`src/rtl/ls161_div_ctrl.sv`:
```
// ls161_div_ctrl: runs an external '161 4-bit counter as a programmable modulo-N divider.
// Define LS161_SHADOW_CHECK_EN to add a shadow counter that flags Q_IN mismatches on ERR.
module ls161_div_ctrl (
    input  logic       CLK,
    input  logic       CLR,
    input  logic       START,
    input  logic       STOP,
    input  logic       ONESHOT,
    input  logic [3:0] N,
    input  logic [3:0] Q_IN,
    input  logic       RCO_IN,
    output logic [3:0] D,
    output logic       LOAD_n,
    output logic       ENP,
    output logic       ENT,
    output logic       TICK,
    output logic       DONE,
    output logic       BUSY,
    output logic       ERR
);
    // state | meaning
    // IDLE  | counter frozen, waiting for START
    // LOAD  | one cycle parallel load of the preload value
    // RUN   | counting; reload or stop on terminal count
    typedef enum logic [1:0] {
        IDLE = 2'd0,
        LOAD = 2'd1,
        RUN  = 2'd2
    } state_t;

    state_t     state;
    state_t     state_nxt;
    logic [3:0] preload;
    logic       oneshot_lat;
    logic       go;
    logic       term;
    logic       reload;
    logic       os_exit;

    assign go      = (state == IDLE) && START && !STOP;
    assign term    = (state == RUN) && RCO_IN && !STOP;
    assign reload  = term && !oneshot_lat;
    assign os_exit = term && oneshot_lat;
    assign D       = preload;

    always_ff @(posedge CLK) begin
        if (CLR) begin
            state <= IDLE;
        end else begin
            state <= state_nxt;
        end
    end

    // N and ONESHOT are captured at START so mid-run changes wait for the next run.
    always_ff @(posedge CLK) begin
        if (CLR) begin
            preload     <= 4'd0;
            oneshot_lat <= 1'b0;
            TICK        <= 1'b0;
            DONE        <= 1'b0;
        end else begin
            if (go) begin
                preload     <= 4'd0 - N;
                oneshot_lat <= ONESHOT;
            end
            TICK <= term;
            DONE <= os_exit;
        end
    end

    always_comb begin
        state_nxt = state;
        case (state)
            IDLE:    if (START && !STOP) state_nxt = LOAD;
            LOAD:    state_nxt = STOP ? IDLE : RUN;
            RUN:     if (STOP || os_exit) state_nxt = IDLE;
            default: state_nxt = IDLE;
        endcase
    end

    always_comb begin
        LOAD_n = 1'b1;
        ENP    = 1'b0;
        ENT    = 1'b0;
        BUSY   = 1'b0;
        case (state)
            LOAD: begin
                BUSY   = 1'b1;
                LOAD_n = STOP;
            end
            RUN: begin
                BUSY   = 1'b1;
                LOAD_n = !reload;
                // one-shot terminal count holds the counter at 15
                if (!STOP && !os_exit) begin
                    ENP = 1'b1;
                    ENT = 1'b1;
                end
            end
            default: ;
        endcase
    end

`ifdef LS161_SHADOW_CHECK_EN
    logic [3:0] shadow_q;
    logic       err_q;

    always_ff @(posedge CLK) begin
        if (CLR) begin
            shadow_q <= 4'd0;
            err_q    <= 1'b0;
        end else begin
            if (!LOAD_n) begin
                shadow_q <= preload;
            end else if (ENP && ENT) begin
                shadow_q <= shadow_q + 4'd1;
            end
            if ((state == RUN) && (Q_IN != shadow_q)) begin
                err_q <= 1'b1;
            end
        end
    end

    assign ERR = err_q;
`else
    logic unused_q_in;
    assign unused_q_in = ^Q_IN;
    assign ERR         = 1'b0;
`endif

endmodule

```
`config.mk`:
```
export PLATFORM = sky130hd
export DESIGN_NAME = ls161_div_ctrl
export DESIGN_NICKNAME = d
export VERILOG_FILES = /design/src/rtl/ls161_div_ctrl.sv
export SDC_FILE = /design/constraint.sdc
export NUM_CORES = 1
export LEC_CHECK = 0
export ABC_CLOCK_PERIOD_IN_PS = 2550
export CAP_MARGIN = 10
export CORE_AREA = 10 10 47 49
export CTS_BUF_LIST = sky130_fd_sc_hd__clkbuf_16
export CTS_CLUSTER_SIZE = 30
export DETAILED_ROUTE_END_ITERATION = 6
export DIE_AREA = 0 0 57 59
export GPL_TIMING_DRIVEN = 1
export MAX_ROUTING_LAYER = met4
export PLACE_DENSITY = 0.85
export SYNTH_ARGS = -nofsm -noshare
export SYNTH_HDL_FRONTEND = slang
export SYNTH_SLANG_ARGS = --single-unit
```
`constraint.sdc`:
```
create_clock -name CLK -period 2.55 [get_ports CLK]
set_input_delay 0.255 -clock CLK [delete_from_list [all_inputs] [get_ports CLK]]
set_output_delay 0.255 -clock CLK [all_outputs]
set_load 0.05 [all_outputs]
```
==> flow_summary.json, run 1 <==
{
  "yosys_most_used_dff": "dfxtp_1",
  "ys_warn_count": 0,
  "cp-end-kind": "primary output",
  "cts_resized": 0,
  "die-area_um2": 3360,
  "final_layout_size_suffix_gt1_share_pct": 8.33,
  "netlist.top_cell.by_area": "dfxtp_1",
  "critPathBufInv": 2,
  "pwr-share-seq_pct": 29.3,
  "netlist.area_leader.share_pct": 37.1,
  "cts_setup_buffers": 0,
  "crit_path_max_fanout": 3,
  "drtIter0Drc": 3,
  "netlist_area_um2": 485,
  "antenna_left": 0,
  "start_util_pct": 34.6,
  "critPathSlowestCell": "clkdlybuf4s50_1",
  "min_to": "D[3]$_SDFFE_PP0P_",
  "grt_max_degree": 11,
  "route.top_layer_used": "met4",
  "hold_slack_ns": 0.449,
  "fin_area_um2": 751,
  "nFillCells": 143,
  "rrSetupSlack_ns": 1.16,
  "setup_viol": 0,
  "die_x_um": 57,
  "r2r_cells": 5,
  "crit_chain": "inv_1, ha_1, o21ai_0, clkdlybuf4s50_1",
  "io_buffer_count": 19,
  "antenna_found_initial": 0,
  "grt_pass1_wl_um": 2000,
  "wl_per_cell_um": 12.6,
  "comb_power_share_pct": 18.4,
  "critPathRequiredTime_ns": 2.30,
  "rows": 14,
  "regArea_um2": 180,
  "worst_slack_ns": 0.416,
  "timing.final.crit_share_pct": 83.7,
  "gp_congestion": 0.664,
  "cts_num_sinks": 9,
  "internal_power_mw": 0.393,
  "htree_levels": 1,
  "via_per_inst": 4.82,
  "ir_drop_uv": 490,
  "p_leak_nw": 0.324,
  "dp_slack_ns": 0.415,
  "report.final.slew_viol_count": 0,
  "cts-root-buf": "clkbuf_16",
  "switchingPower_mw": 0.124,
  "finalCriticalPeriod_ns": 2.13,
  "coreArea_um2": 1400,
  "synth_seq_cells": 9,
  "avgSynthCellArea_um2": 9.34,
  "power.share.switching_pct": 24.0,
  "area_growth_pct": 54.6,
  "wl_met1_um": 426,
  "yosysUniqueCellTypes": 22,
  "worst_pin_slew_ns": 0.514,
  "async_flop_share_pct": 0,
  "timing.fmax_ghz": 0.469,
  "synth_edf_count": 0,
  "clock_latency_ns": 0.23,
  "cp_top_family": "buffers and inverters",
  "grt_setup_unrepaired": "false",
  "outcome": "complete, no violations",
  "cpPeakStageDelay_ns": 0.83,
  "finalWirelength_um": 1110,
  "multi_input_area_um2": 268,
  "yosysSeqAreaShare_pct": 37.1,
  "hold_viol": 0,
  "pwr_density_cell_nw_per_um2": 689,
  "die_height_um": 59,
  "max_cap_viol_count": 0,
  "io_pins": 25,
  "globalRoute.totalOverflow": 0,
  "grt_pass1_vias": 478,
  "fin_skew_ns": 0.00146,
  "netlist_instances": 52,
  "crit_type": "reg -> out",
  "dpl_cell_area_um2": 672,
  "synth_fp_nets": 70,
  "vias": 424,
  "hold_buffers": 0,
  "final_nets": 91,
  "first_pass_iters": 3,
  "met2WireLength_um": 512,
  "crit_arrival_ns": 1.88,
  "crit_path_start_kind": "flip-flop",
  "hold_start": "D[3]$_SDFFE_PP0P_",
  "drc": 0,
  "clk_pin_slew_ns": 0.04,
  "slew_headroom_pct": 65.7,
  "antenna_cells": 0,
  "dr_wl_met3_um": 161,
  "cts_tree": "yes",
  "min_path_cells": 2,
  "startpoint": "state[0]$_SDFFE_PP0P_",
  "cts_made_buffers": 3,
  "r2r_start": "state[0]$_SDFFE_PP0P_",
  "hpwlAfterDp_um": 922,
  "grt_use_total_pct": 7.81,
  "hp-class": "reg -> reg",
  "clockBufferDepth": 2,
  "rr_endpoint": "D[3]$_SDFFE_PP0P_",
  "synthTopCellsByArea": "dfxtp_1 37%, ha_1 10%, mux2i_1 10%",
  "setup_tns_ns": 0,
  "power.share.clock_pct": 52.3
}
-- worst max path at each step --
stage	endpoint	slack, ns	cells past startpoint
floorplan	ENT	0.49	5
CTS	LOAD_n	0.39	4
detailed placement	LOAD_n	0.42	4
global placement	LOAD_n	0.42	4
global route	LOAD_n	0.34	4
finish	LOAD_n	0.42	4
-- state kept, by name, summed over array words and instances (netlist names) --
register     count
D                4
DONE             1
TICK             1
oneshot_lat      1
state            2
-- metrics by stage --
stage	instances	total power [mW]	utilization, %
CTS	88	0.524	53.6
floorplan	52	0.215	-
global route	88	0.545	53.6
finish	88	0.517	53.6
global placement	84	0.248	47.9
detailed placement	84	0.250	47.9
-- per-layer routing --
layer / track usage [%] / up-vias
met5: - / -
met4: 2.01 / 0
met3: 7.08 / 2
met2: 13.3 / 16
met1: 6.02 / 193
li1: - / 213
-- synth_stat cells, types with 2 or more instances --
master,number
a21oi_1,3
inv_1,5
nor3b_1,2
nand2b_1,4
nor2_1,4
mux2i_1,5
nand2_1,2
dfxtp_1,9
buf_4,2
ha_1,4
-- cell usage in the layout (no fill, tap or decap), drive strengths merged, types with 2 or more instances in the layout --
| cell type | count |
|---|---|
| nor2 | 4 |
| nor3b | 2 |
| a21oi | 3 |
| nand2 | 2 |
| nand2b | 4 |
| dfxtp | 9 |
| mux2i | 5 |
| buf | 2 |
| inv | 6 |
| ha | 4 |
| nand3b | 2 |
| clkdlybuf4s50 | 17 |
| clkbuf | 3 |
-- tightest hold or removal path: cells and delay by family (launching register included) --
family | cells | cell delay (ns)
AND/OR/NAND/NOR | 1 | 0.05
flip-flops | 1 | 0.30
AO/OA/AOI/OAI | 1 | 0.05
-- cell families (layout without fill, tap and decap cells) --
logic type | after synthesis | count (layout) | share of synthesized area [%]
and+or+nand+nor | 17 | 17 | 22.4
DFF | 9 | 9 | 37.1
buffers and inverters | 8 | 28 | 7.73
AOI/OAI and AO/OA | 7 | 7 | 9.54
muxes | 5 | 5 | 10.3
adders and majority gates | 4 | 4 | 10.3
other | 1 | 1 | 0.772
xor gates and xnor gates | 1 | 1 | 1.80
-- power by group through the flow --
stage | clock [mW] | sequential, mW | combinational, mW
after floorplan | 0 | 0.166 | 0.0485
after CTS | 0.277 | 0.152 | 0.0961
after global placement | 0 | 0.154 | 0.0940
after detailed placement | 0 | 0.154 | 0.0957
after global routing | 0.290 | 0.152 | 0.103
final | 0.270 | 0.152 | 0.0951
-- final cells by class --
type	count	area share [%]
tap	16	2.67
sequential	9	24.0
clock buffer	3	10.0
inverter	5	2.50
multi-input combinational	35	35.7
timing repair buffer	19	24.7
clock inverter	1	0.500
(Power assumes the default switching activity.)
==> run 2: changes to the inputs <==
==> config.mk (replaced) <==
export PLATFORM = sky130hd
export DESIGN_NAME = ls161_div_ctrl
export DESIGN_NICKNAME = d
export VERILOG_FILES = /design/src/rtl/ls161_div_ctrl.sv
export SDC_FILE = /design/constraint.sdc
export NUM_CORES = 1
export LEC_CHECK = 0
export ABC_CLOCK_PERIOD_IN_PS = 1800
export CAP_MARGIN = 10
export CORE_MARGIN = 10
export CORE_UTILIZATION = 33
export CTS_BUF_LIST = sky130_fd_sc_hd__clkbuf_16
export CTS_CLUSTER_SIZE = 30
export DETAILED_ROUTE_END_ITERATION = 6
export GPL_TIMING_DRIVEN = 1
export MAX_ROUTING_LAYER = met4
export PLACE_DENSITY = 0.81
export SYNTH_ARGS = -nofsm -noshare
export SYNTH_HDL_FRONTEND = slang
export SYNTH_SLANG_ARGS = --single-unit
==> constraint.sdc (replaced) <==
create_clock -name CLK -period 1.8 [get_ports CLK]
set_input_delay 0.18 -clock CLK [delete_from_list [all_inputs] [get_ports CLK]]
set_output_delay 0.18 -clock CLK [all_outputs]
set_load 0.05 [all_outputs]
==> flow_summary.json, run 2 (same netlist as run 1, synthesis figures left out) <==
{
  "outcome": "complete, no violations",
  "layout_commonest_cell": "clkdlybuf4s50_1",
  "min_to": "D[3]$_SDFFE_PP0P_",
  "crit_type": "reg -> out",
  "antenna_left": 0,
  "crit_path_max_fanout": 3,
  "hpwlAfterDp_um": 911,
  "multi_input_area_um2": 272,
  "io_pins": 25,
  "ir_drop_uv": 490,
  "timing.final.crit_share_pct": 87.8,
  "largest_register_ff_count": 4,
  "cp_top_family": "flip-flops",
  "globalRoute.totalOverflow": 0,
  "htree_levels": 1,
  "area_growth_pct": 61.9,
  "rrSetupSlack_ns": 0.44,
  "wl_per_cell_um": 12.7,
  "max_cap_viol_count": 0,
  "grt_use_total_pct": 7.13,
  "clockBufferDepth": 2,
  "cts_num_sinks": 9,
  "r2r_cells": 5,
  "layout_common_cells": "15 x clkdlybuf4s50_1, 9 x dfxtp_1, 6 x inv_1",
  "critPathSlowestCell": "dfxtp_1",
  "finalWirelength_um": 1110,
  "die_x_um": 58.4,
  "drc": 0,
  "critPathBufInv": 2,
  "finalCriticalPeriod_ns": 1.58,
  "regArea_um2": 180,
  "setup_tns_ns": 0,
  "coreArea_um2": 1350,
  "p_leak_nw": 0.337,
  "nFillCells": 124,
  "hold_start": "D[3]$_SDFFE_PP0P_",
  "final_layout_size_suffix_gt1_share_pct": 12.5,
  "drtIter0Drc": 2,
  "worst_pin_slew_ns": 0.512,
  "cts_setup_buffers": 0,
  "crit_chain": "inv_1, ha_1, nand2b_1, a21oi_2, buf_12",
  "rr_endpoint": "D[3]$_SDFFE_PP0P_",
  "io_buffer_count": 19,
  "cts-root-buf": "clkbuf_16",
  "r2r_start": "state[0]$_SDFFE_PP0P_",
  "pwr_density_cell_nw_per_um2": 940,
  "setup_viol": 0,
  "cts_resized": 0,
  "hold_slack_ns": 0.461,
  "timing.fmax_ghz": 0.633,
  "gp_congestion": 0.753,
  "grt_pass1_wl_um": 1840,
  "clock_latency_ns": 0.23,
  "cpPeakStageDelay_ns": 0.32,
  "clk_pin_slew_ns": 0.04,
  "hold_viol": 0,
  "first_pass_iters": 2,
  "via_per_inst": 4.69,
  "antenna_cells": 0,
  "grt_setup_unrepaired": "false",
  "grt_max_degree": 11,
  "hp-class": "reg -> reg",
  "cp.depth": 5,
  "vias": 408,
  "report.final.slew_viol_count": 0,
  "slew_headroom_pct": 65.8,
  "final_nets": 91,
  "grt_pass1_vias": 439,
  "antenna_found_initial": 0,
  "crit_arrival_ns": 1.40,
  "hold_buffers": 0,
  "min_path_cells": 2,
  "critPathRequiredTime_ns": 1.62,
  "fin_skew_ns": 0.000258,
  "die-area_um2": 3410,
  "cts_made_buffers": 3,
  "cp-end-kind": "primary output",
  "start_util_pct": 36.0,
  "die_height_um": 58.4,
  "crit_path_start_kind": "flip-flop",
  "rows": 13,
  "cts_tree": "yes"
}
## run 2: cell types whose count changed in the layout (fill, tap and decap cells not counted), sizes merged
cell / previous run / this run
buf: 2 / 4
clkdlybuf4s50: 17 / 15
## run 2: final cells by class
type,instances,area share [%]
timing repair buffer,19,27.7
inverter,5,2.39
tap,15,2.39
clock buffer,3,9.55
multi-input combinational,35,34.6
clock inverter,1,0.478
sequential,9,22.9
## run 2: layer usage
| metal | track usage (%) | vias up | wire, um |
|---|---|---|---|
| met1 | 5.98 | 182 | 426 |
| met4 | 2.01 | 0 | 8 |
| met2 | 12.3 | 11 | 565 |
| met5 | - | - | 0 |
| met3 | 5.15 | 4 | 105 |
| li1 | - | 211 | - |
## run 2: tightest hold or removal path: stages (launching register included)
cell     delay [ns]
dfxtp_1        0.30
nand2_1        0.06
a21oi_1        0.05
## run 2: worst max path at each step
stage | start | end | slack (ns)
4_1_cts | state[0]$_SDFFE_PP0P_ | ENP | 0.21
2_1_floorplan | state[0]$_SDFFE_PP0P_ | LOAD_n | 0.16
3_5_place_dp | STOP | ENP | 0.27
3_3_place_gp | STOP | ENT | 0.28
5_1_grt | state[0]$_SDFFE_PP0P_ | ENP | 0.12
6_report | state[0]$_SDFFE_PP0P_ | ENP | 0.22
## run 2: through the flow
| step | power, mW | std cells | cell area [um2] | setup WS, ns | utilization [%] |
|---|---|---|---|---|---|
| 6_report | 0.738 | 87 | 786 | 0.220 | 58.2 |
| 5_1_grt | 0.763 | 87 | 786 | 0.120 | 58.2 |
| 2_1_floorplan | 0.305 | 52 | 489 | 0.164 | - |
| 3_5_place_dp | 0.360 | 83 | 707 | 0.269 | 52.4 |
| 4_1_cts | 0.745 | 87 | 786 | 0.209 | 58.2 |
| 3_3_place_gp | 0.358 | 83 | 707 | 0.285 | 52.4 |
## run 2: where the power goes
part,leakage (nW),switching [mW],total (mW),internal (mW)
registers,0.0733,0.00594,0.215,0.209
logic,0.221,0.0782,0.141,0.0627
clock network,0.0423,0.0925,0.382,0.290
total,0.337,0.177,0.738,0.562
